[config.mk]
export PLATFORM = sky130hd
export DESIGN_NAME = key_scheduler
export DESIGN_NICKNAME = d
export VERILOG_FILES = /design/src/rtl/key_scheduler.sv
export SDC_FILE = /design/constraint.sdc
export NUM_CORES = 1
export LEC_CHECK = 0
export ABC_AREA = 0
export BUFFER_PORTS_ARGS = -buffer_cell sky130_fd_sc_hd__buf_4
export CORE_MARGIN = 5
export CORE_UTILIZATION = 51
export DETAILED_ROUTE_END_ITERATION = 16
export PLACE_DENSITY_LB_ADDON = 0.08
export RECOVER_POWER = 100
export SLEW_MARGIN = 20
export SYNTH_ARGS = -nofsm -noshare
export SYNTH_HDL_FRONTEND = slang
export SYNTH_SLANG_ARGS = --single-unit
[constraint.sdc]
create_clock -name clk -period 1.5 [get_ports clk]
set_input_delay 0.375 -clock clk [delete_from_list [all_inputs] [get_ports clk]]
set_output_delay 0.375 -clock clk [all_outputs]
set_load 0.05 [all_outputs]
[src/rtl/key_scheduler.sv]
// -----------------------------------------------------------------------------
// key_scheduler
//
// Four push-button inputs are synchronised and debounced. Each accepted press
// becomes a single command (key index + short/long flag) offered on a
// valid/ready interface. Only one press is tracked at a time. Presses that
// arrive while a command is being built, offered or waiting for release are
// dropped rather than queued.
//
// Parameters
//   DEB_CNT   consecutive clean samples needed to accept a level change (>=2)
//   LONG_CNT  debounced hold cycles that turn a press into a long press
//             (>=2, greater than DEB_CNT)
//
// Ports
//   clk        system clock, rising edge
//   rst        asynchronous active-low reset
//   key        raw asynchronous button levels, 1 = pressed
//   key_state  debounced button levels
//   cmd_valid  a command is on offer
//   cmd_ready  consumer accepts the command on a rising edge with cmd_valid
//   cmd_key    index of the key in the current command
//   cmd_long   1 = long press, 0 = short press
//   busy       scheduler is not idle
// -----------------------------------------------------------------------------
module key_scheduler #(
    parameter int DEB_CNT  = 4,
    parameter int LONG_CNT = 16
) (
    input  logic       clk,
    input  logic       rst,
    input  logic [3:0] key,
    output logic [3:0] key_state,
    output logic       cmd_valid,
    input  logic       cmd_ready,
    output logic [1:0] cmd_key,
    output logic       cmd_long,
    output logic       busy
);

    localparam int DEB_W  = (DEB_CNT  > 1) ? $clog2(DEB_CNT)  : 1;
    localparam int HOLD_W = (LONG_CNT > 1) ? $clog2(LONG_CNT) : 1;
    localparam logic [DEB_W-1:0]  DEB_LAST  = DEB_W'(DEB_CNT - 1);
    localparam logic [HOLD_W-1:0] LONG_LAST = HOLD_W'(LONG_CNT - 1);

    typedef enum logic [1:0] {
        IDLE,
        HOLD,
        EMIT,
        WAIT_REL
    } state_e;

    // Input side: synchroniser, debouncers, press arming
    logic [3:0]             sync1_q;
    logic [3:0]             sync2_q;
    logic [3:0]             key_state_q;
    logic [3:0]             key_state_d;
    logic [3:0][DEB_W-1:0]  deb_cnt_q;
    logic [3:0][DEB_W-1:0]  deb_cnt_d;
    logic [1:0]             prime_q;
    logic [3:0]             arm_q;
    logic [3:0]             arm_d;
    logic [3:0]             press_evt;

    // Command side: FSM, hold counter, command registers
    state_e                 state_q;
    state_e                 state_d;
    logic [HOLD_W-1:0]      hold_cnt_q;
    logic [HOLD_W-1:0]      hold_cnt_d;
    logic [1:0]             cmd_key_q;
    logic [1:0]             cmd_key_d;
    logic                   cmd_long_q;
    logic                   cmd_long_d;
    logic [1:0]             grant_idx;
    logic                   granted_level;

    // prime_q fills with ones two edges after reset, which is when sync2_q
    // first carries a real sample of the pins. A key only becomes eligible
    // to generate presses (arm_q) once it has been seen released after that
    // point, so a button held through reset cannot fire a command until it
    // is let go and pressed again.
    always_comb begin
        // NOTE: every variable gets a default before any branch, so no path leaves it unassigned and no latch is inferred.
        key_state_d = key_state_q;
        deb_cnt_d   = deb_cnt_q;
        arm_d       = arm_q;
        press_evt   = '0;
        for (int i = 0; i < 4; i++) begin
            if (sync2_q[i] == key_state_q[i]) begin
                // Level agrees with the accepted state: any partial run of
                // disagreeing samples was a glitch, so start over.
                deb_cnt_d[i] = '0;
            end else if (deb_cnt_q[i] == DEB_LAST) begin
                key_state_d[i] = sync2_q[i];
                deb_cnt_d[i]   = '0;
                press_evt[i]   = sync2_q[i] & arm_q[i];
            end else begin
                deb_cnt_d[i] = deb_cnt_q[i] + DEB_W'(1);
            end
            if (prime_q[1] && !sync2_q[i] && !key_state_q[i]) begin
                arm_d[i] = 1'b1;
            end
        end
    end

    always_ff @(posedge clk or negedge rst) begin
        // NOTE: all state is reset, debounce counters included, so a key held through reset is re-debounced from zero.
        if (!rst) begin
            sync1_q     <= '0;
            sync2_q     <= '0;
            key_state_q <= '0;
            deb_cnt_q   <= '0;
            prime_q     <= '0;
            arm_q       <= '0;
        end else begin
            // NOTE: non-blocking assignments so every register samples the values from before this edge.
            sync1_q     <= key;
            sync2_q     <= sync1_q;
            key_state_q <= key_state_d;
            deb_cnt_q   <= deb_cnt_d;
            prime_q     <= {prime_q[0], 1'b1};
            arm_q       <= arm_d;
        end
    end

    // Lowest-numbered key wins when several presses land in the same cycle.
    always_comb begin
        grant_idx = 2'd0;
        for (int i = 3; i >= 0; i--) begin
            if (press_evt[i]) begin
                grant_idx = 2'(i);
            end
        end
    end

    // cmd_key_q doubles as the latched index of the key being tracked.
    assign granted_level = key_state_q[cmd_key_q];

    always_comb begin
        state_d    = state_q;
        hold_cnt_d = hold_cnt_q;
        cmd_key_d  = cmd_key_q;
        cmd_long_d = cmd_long_q;
        unique case (state_q)
            IDLE: begin
                if (|press_evt) begin
                    cmd_key_d  = grant_idx;
                    hold_cnt_d = '0;
                    state_d    = HOLD;
                end
            end
            HOLD: begin
                if (!granted_level) begin
                    cmd_long_d = 1'b0;
                    state_d    = EMIT;
                end else begin
                    // Decide on the incremented value so the long command is
                    // offered exactly LONG_CNT-1 cycles after the press.
                    hold_cnt_d = hold_cnt_q + HOLD_W'(1);
                    if (hold_cnt_d == LONG_LAST) begin
                        cmd_long_d = 1'b1;
                        state_d    = EMIT;
                    end
                end
            end
            EMIT: begin
                if (cmd_ready) begin
                    state_d = (cmd_long_q && granted_level) ? WAIT_REL : IDLE;
                end
            end
            WAIT_REL: begin
                if (!granted_level) begin
                    state_d = IDLE;
                end
            end
            default: state_d = IDLE;
        endcase
    end

    always_ff @(posedge clk or negedge rst) begin
        if (!rst) begin
            state_q    <= IDLE;
            hold_cnt_q <= '0;
            cmd_key_q  <= '0;
            cmd_long_q <= 1'b0;
        end else begin
            state_q    <= state_d;
            hold_cnt_q <= hold_cnt_d;
            cmd_key_q  <= cmd_key_d;
            cmd_long_q <= cmd_long_d;
        end
    end

    // Decoded straight from the state register, so reset removes the offer
    // immediately without waiting for a clock.
    assign cmd_valid = (state_q == EMIT);
    assign busy      = (state_q != IDLE);
    assign key_state = key_state_q;
    assign cmd_key   = cmd_key_q;
    assign cmd_long  = cmd_long_q;

endmodule

==> impl_table.tex <==
\begin{tabular}{lr}
\hline
Metric & Value \\
\hline
\multicolumn{2}{l}{\textbf{Synthesis}} \\
\quad Primary FF master, synth & sky130\_fd\_sc\_hd\_\_dfrtp\_1 \\
\quad Sequential cell area fraction in the yosys report & 58.5\% \\
\quad Area contributors post-synth & sky130\_fd\_sc\_hd\_\_dfrtp\_1 (58\%), sky130\_fd\_sc\_hd\_\_ha\_1 (5.0\%), sky130\_fd\_sc\_hd\_\_mux2\_2 (3.0\%) \\
\quad Fraction of registers with async set or reset after synthesis & 100\% \\
\quad Leading post-synthesis cells by instance count & sky130\_fd\_sc\_hd\_\_dfrtp\_1 (35), sky130\_fd\_sc\_hd\_\_nor2\_1 (8) \\
\quad Number of flops mapped to enable cells by yosys & 0 \\
\quad Cell taking the most area after synthesis & sky130\_fd\_sc\_hd\_\_dfrtp\_1 \\
\quad Register bit total from synthesis & 35 \\
\quad Total standard cell area after synthesis & 0.00150 mm2 \\
\quad YS warnings & 0 \\
\quad Number of instances in the synthesized netlist & 117 \\
\quad Average cell area after synthesis & 12.8 um2 \\
\quad Top-area cell type share of the netlist area & 58.5\% \\
\quad Number of distinct library cells after synthesis & 34 \\
\quad Post-synthesis net count & 130 \\
\quad Most frequently used cell type in the post-synthesis netlist & sky130\_fd\_sc\_hd\_\_dfrtp\_1 \\
\multicolumn{2}{l}{\textbf{Power}} \\
\quad Reg power frac & 36.2\% \\
\quad Switching power & 1.47 mW \\
\quad Fraction of power consumed by the clock network & 12.8\% \\
\quad Pint & 2.23 mW \\
\quad Peak supply drop & 0.00129 V \\
\quad Power density over the cells & 1940 mW/mm2 \\
\quad Sw frac & 39.7\% \\
\quad Overall power & 3.70 mW \\
\quad Fraction of power consumed by combinational cells & 51.0\% \\
\quad Leakage power of the design & 0.902 nW \\
\multicolumn{2}{l}{\textbf{Critical path}} \\
\quad Cell with the biggest individual delay on the critical path & sky130\_fd\_sc\_hd\_\_mux4\_2 \\
\quad Worst path max stage delay & 0.55 ns \\
\quad Reg-to-Reg Start & key\_state[0] \\
\quad Category of the most critical setup path & flip-flop to flip-flop \\
\quad Worst setup endpoint & state\_q[1] \\
\quad Worst EP required & 1.73 ns \\
\quad Worst r2r path cells & 5 \\
\quad Startpoint Class & flip-flop \\
\quad Slack of the worst reg-to-reg path & -0.02 ns \\
\quad Nature of the critical path endpoint & flip-flop \\
\quad Number of gates on the worst path with buffers counted & 5 \\
\quad Critical Path Source & key\_state[0] \\
\quad CP Data Arrival Time & 1.75 ns \\
\quad CP max FO & 4 \\
\quad Crit-path leading delay family & multiplexers \\
\quad Worst flop-to-flop path endpoint & state\_q[1] \\
\quad Cells along the critical path & mux4\_2 > buf\_6 > nand2\_2 > nand3b\_1 > o311a\_1 \\
\quad Critical path buffers and inverters & 1 \\
\multicolumn{2}{l}{\textbf{Route}} \\
\quad Total detailed-routing wirelength & 2.73 mm \\
\quad 1st-pass router iterations & 4 \\
\quad DRC violation count after routing & 0 \\
\quad Post-DR vias/cell & 5.24 \\
\quad Post-DR wirelength/cell & 14.1 um \\
\quad Number of antenna-violating nets in the routed design & 0 \\
\quad Drt initial violations & 32 \\
\quad Vias post-DR & 1011 \\
\multicolumn{2}{l}{\textbf{Finish}} \\
\quad Number of nets in the finished design & 174 \\
\quad Area taken by flip-flops and latches & 883 um2 \\
\quad Filler Cell Count & 204 \\
\quad Final core utilization & 68.6\% \\
\quad Area grow syn2layout & 27.4\% \\
\quad Final design area excluding fillers & 0.00191 mm2 \\
\quad Fraction of final layout cells with drive strength greater than 1 & 38.3\% \\
\quad Non-filler instance count after layout & 193 \\
\quad Antenna Diode Count & 0 \\
\quad Area of combinational cells with multiple inputs & 623 um2 \\
\multicolumn{2}{l}{\textbf{STA}} \\
\quad Setup total negative slack & -0.0455 ns \\
\quad Transition at the pin with the smallest max-transition slack & 0.832 ns \\
\quad Max Freq & 658 MHz \\
\quad Setup violation total in the final timing report & 5 \\
\quad RSZ-0062 raised after global routing & true \\
\quad Final min period & 1.52 ns \\
\quad Worst slack on hold paths & 0.155 ns \\
\quad Fin crit share & 101\% \\
\quad Relative slew slack & 44.6\% \\
\quad Fin. Hold Viols & 0 \\
\quad Min setup slack post-route & -0.0204 ns \\
\quad Final Skew & 0.0180 ns \\
\quad Pins over their slew limit & 0 \\
\multicolumn{2}{l}{\textbf{Floorplan}} \\
\quad Area of the core & 0.00278 mm2 \\
\quad Die X-Extent & 64.2 um \\
\quad I/O pin count & 16 \\
\quad Initial Utilization & 53.8\% \\
\quad Area enclosed by the die boundary & 0.00412 mm2 \\
\quad Site Rows & 19 \\
\quad Die H & 64.2 um \\
\multicolumn{2}{l}{\textbf{Hold path}} \\
\quad Type of the most critical hold path & input port to flip-flop \\
\multicolumn{2}{l}{\textbf{Clock network}} \\
\quad TritonCTS Buffers & 5 \\
\quad Clk sink count & 35 \\
\quad Clock latency reported for the late side of the worst-skew pair & 0.34 ns \\
\quad Max H-tree Level & 2 \\
\quad Clock tree root buffer cell & sky130\_fd\_sc\_hd\_\_clkbuf\_4 \\
\quad Clock tree from TritonCTS & yes \\
\quad Clock-pin slew of the registers on the worst-case setup and hold paths & 0.10 ns \\
\quad Number of buffers between clock root and the deepest sink & 2 \\
\multicolumn{2}{l}{\textbf{GRT}} \\
\quad Initial antenna violation count & 0 \\
\quad Largest net degree at the start of global routing & 36 \\
\quad Number of global-route vias before repair & 1095 \\
\quad GRT Residual Overflow & 0 \\
\quad Wire length of the first global-routing pass & 4.68 mm \\
\quad Total Routing Usage GR & 15.0\% \\
\multicolumn{2}{l}{\textbf{Status}} \\
\quad Failing checks & setup timing \\
\quad Result of the run & finished, violations left \\
\multicolumn{2}{l}{\textbf{Placed design}} \\
\quad Number of cells after detailed placement & 175 \\
\quad Last weighted congestion value of the routability-driven placer & 0.813 \\
\quad Instance area at placement & 0.00174 mm2 \\
\quad Worst slack at placement & -0.0347 ns \\
\quad HPWL reported at the end of detailed placement & 1.94 mm \\
\quad Number of input and output port buffers inserted & 15 \\
\multicolumn{2}{l}{\textbf{Run}} \\
\quad Total of max-cap violations & 0 \\
\hline
\end{tabular}
## registers in the layout, summed over array words and instances (netlist names)
signal and cells:
prime_q 2, state_q 2, key_state 4, cmd_key 2, sync1_q 4, deb_cnt_q 8, arm_q 4, cmd_long 1
hold_cnt_q 4, sync2_q 4
## cell type report
class	instances	share of cell area [%]
clock buffers	8	2.56
inverters	5	0.984
multi-input cells	76	32.7
flip-flops and latches	35	46.3
well taps	31	2.03
repair buffers	38	15.5
## layout by cell type, fill, tap and decap left out, types with 2 or more instances in the layout
cell type and count:
sky130_fd_sc_hd__a21o_1 5, sky130_fd_sc_hd__a21oi_1 6, sky130_fd_sc_hd__buf_4 19, sky130_fd_sc_hd__buf_6 7
sky130_fd_sc_hd__clkbuf_1 6, sky130_fd_sc_hd__clkbuf_2 3, sky130_fd_sc_hd__clkbuf_4 10, sky130_fd_sc_hd__dfrtp_1 29
sky130_fd_sc_hd__dfrtp_2 6, sky130_fd_sc_hd__ha_1 6, sky130_fd_sc_hd__inv_1 3, sky130_fd_sc_hd__inv_2 2
sky130_fd_sc_hd__mux2_2 4, sky130_fd_sc_hd__nand2_1 5, sky130_fd_sc_hd__nand4b_1 4, sky130_fd_sc_hd__nor2_1 6
sky130_fd_sc_hd__nor2_4 2, sky130_fd_sc_hd__nor2b_1 6, sky130_fd_sc_hd__nor3_1 4, sky130_fd_sc_hd__xnor2_1 4
## worst reg2reg max path: cells and delay by family (launching register included)
family	cells	cell delay (ns)
flops	1	0.43
simple gates	2	0.14
compound gates	1	0.14
mux	1	0.55
buf+inv	1	0.16
## power groups by stage
stage	Combinational [mW]	Sequential [mW]	Clock [mW]
floorplan	0.779	1.66	0
global placement	1.58	1.36	0
finish	1.89	1.34	0.472
CTS	1.83	1.34	0.490
detailed placement	1.61	1.37	0
global route	2.04	1.37	0.535
## timing repair
action                                 4_1_cts  5_1_grt
resized for setup                            7        9
setup endpoints to repair                    7       13
hold buffers                                 1        0
pin swaps                                    3        5
buffers inserted                             9        0
endpoints found under the hold margin       35        0
## logic make-up after synthesis
logic type | synth area share, %
buffers and inverters | 2.01
multiplexers | 4.51
adder cells (fa/ha/maj) | 5.01
other | 0.250
AND/OR/NAND/NOR | 14.8
AO/OA/AOI/OAI | 12.0
XOR/XNOR | 2.92
flip-flops | 58.5
## worst min path at each step
stage,from,end,cells after the start
floorplan,rst,arm_q[0],0
global placement,sync1_q[0],sync2_q[0],0
detailed placement,sync1_q[3],sync2_q[3],0
CTS,key[0],sync1_q[0],1
global route,key[0],sync1_q[0],1
finish,key[0],sync1_q[0],1
## routing by layer
| metal | share of wire (%) | global-route usage (%) | up-vias |
|---|---|---|---|
| li1 | - | - | 501 |
| met1 | 43 | 16.4 | 489 |
| met2 | 51 | 25.9 | 14 |
| met3 | 3.1 | 3.68 | 7 |
| met4 | 2.6 | 9.16 | 0 |
| met5 | 0 | 0 | - |
Power figures use the tool's default switching activity.
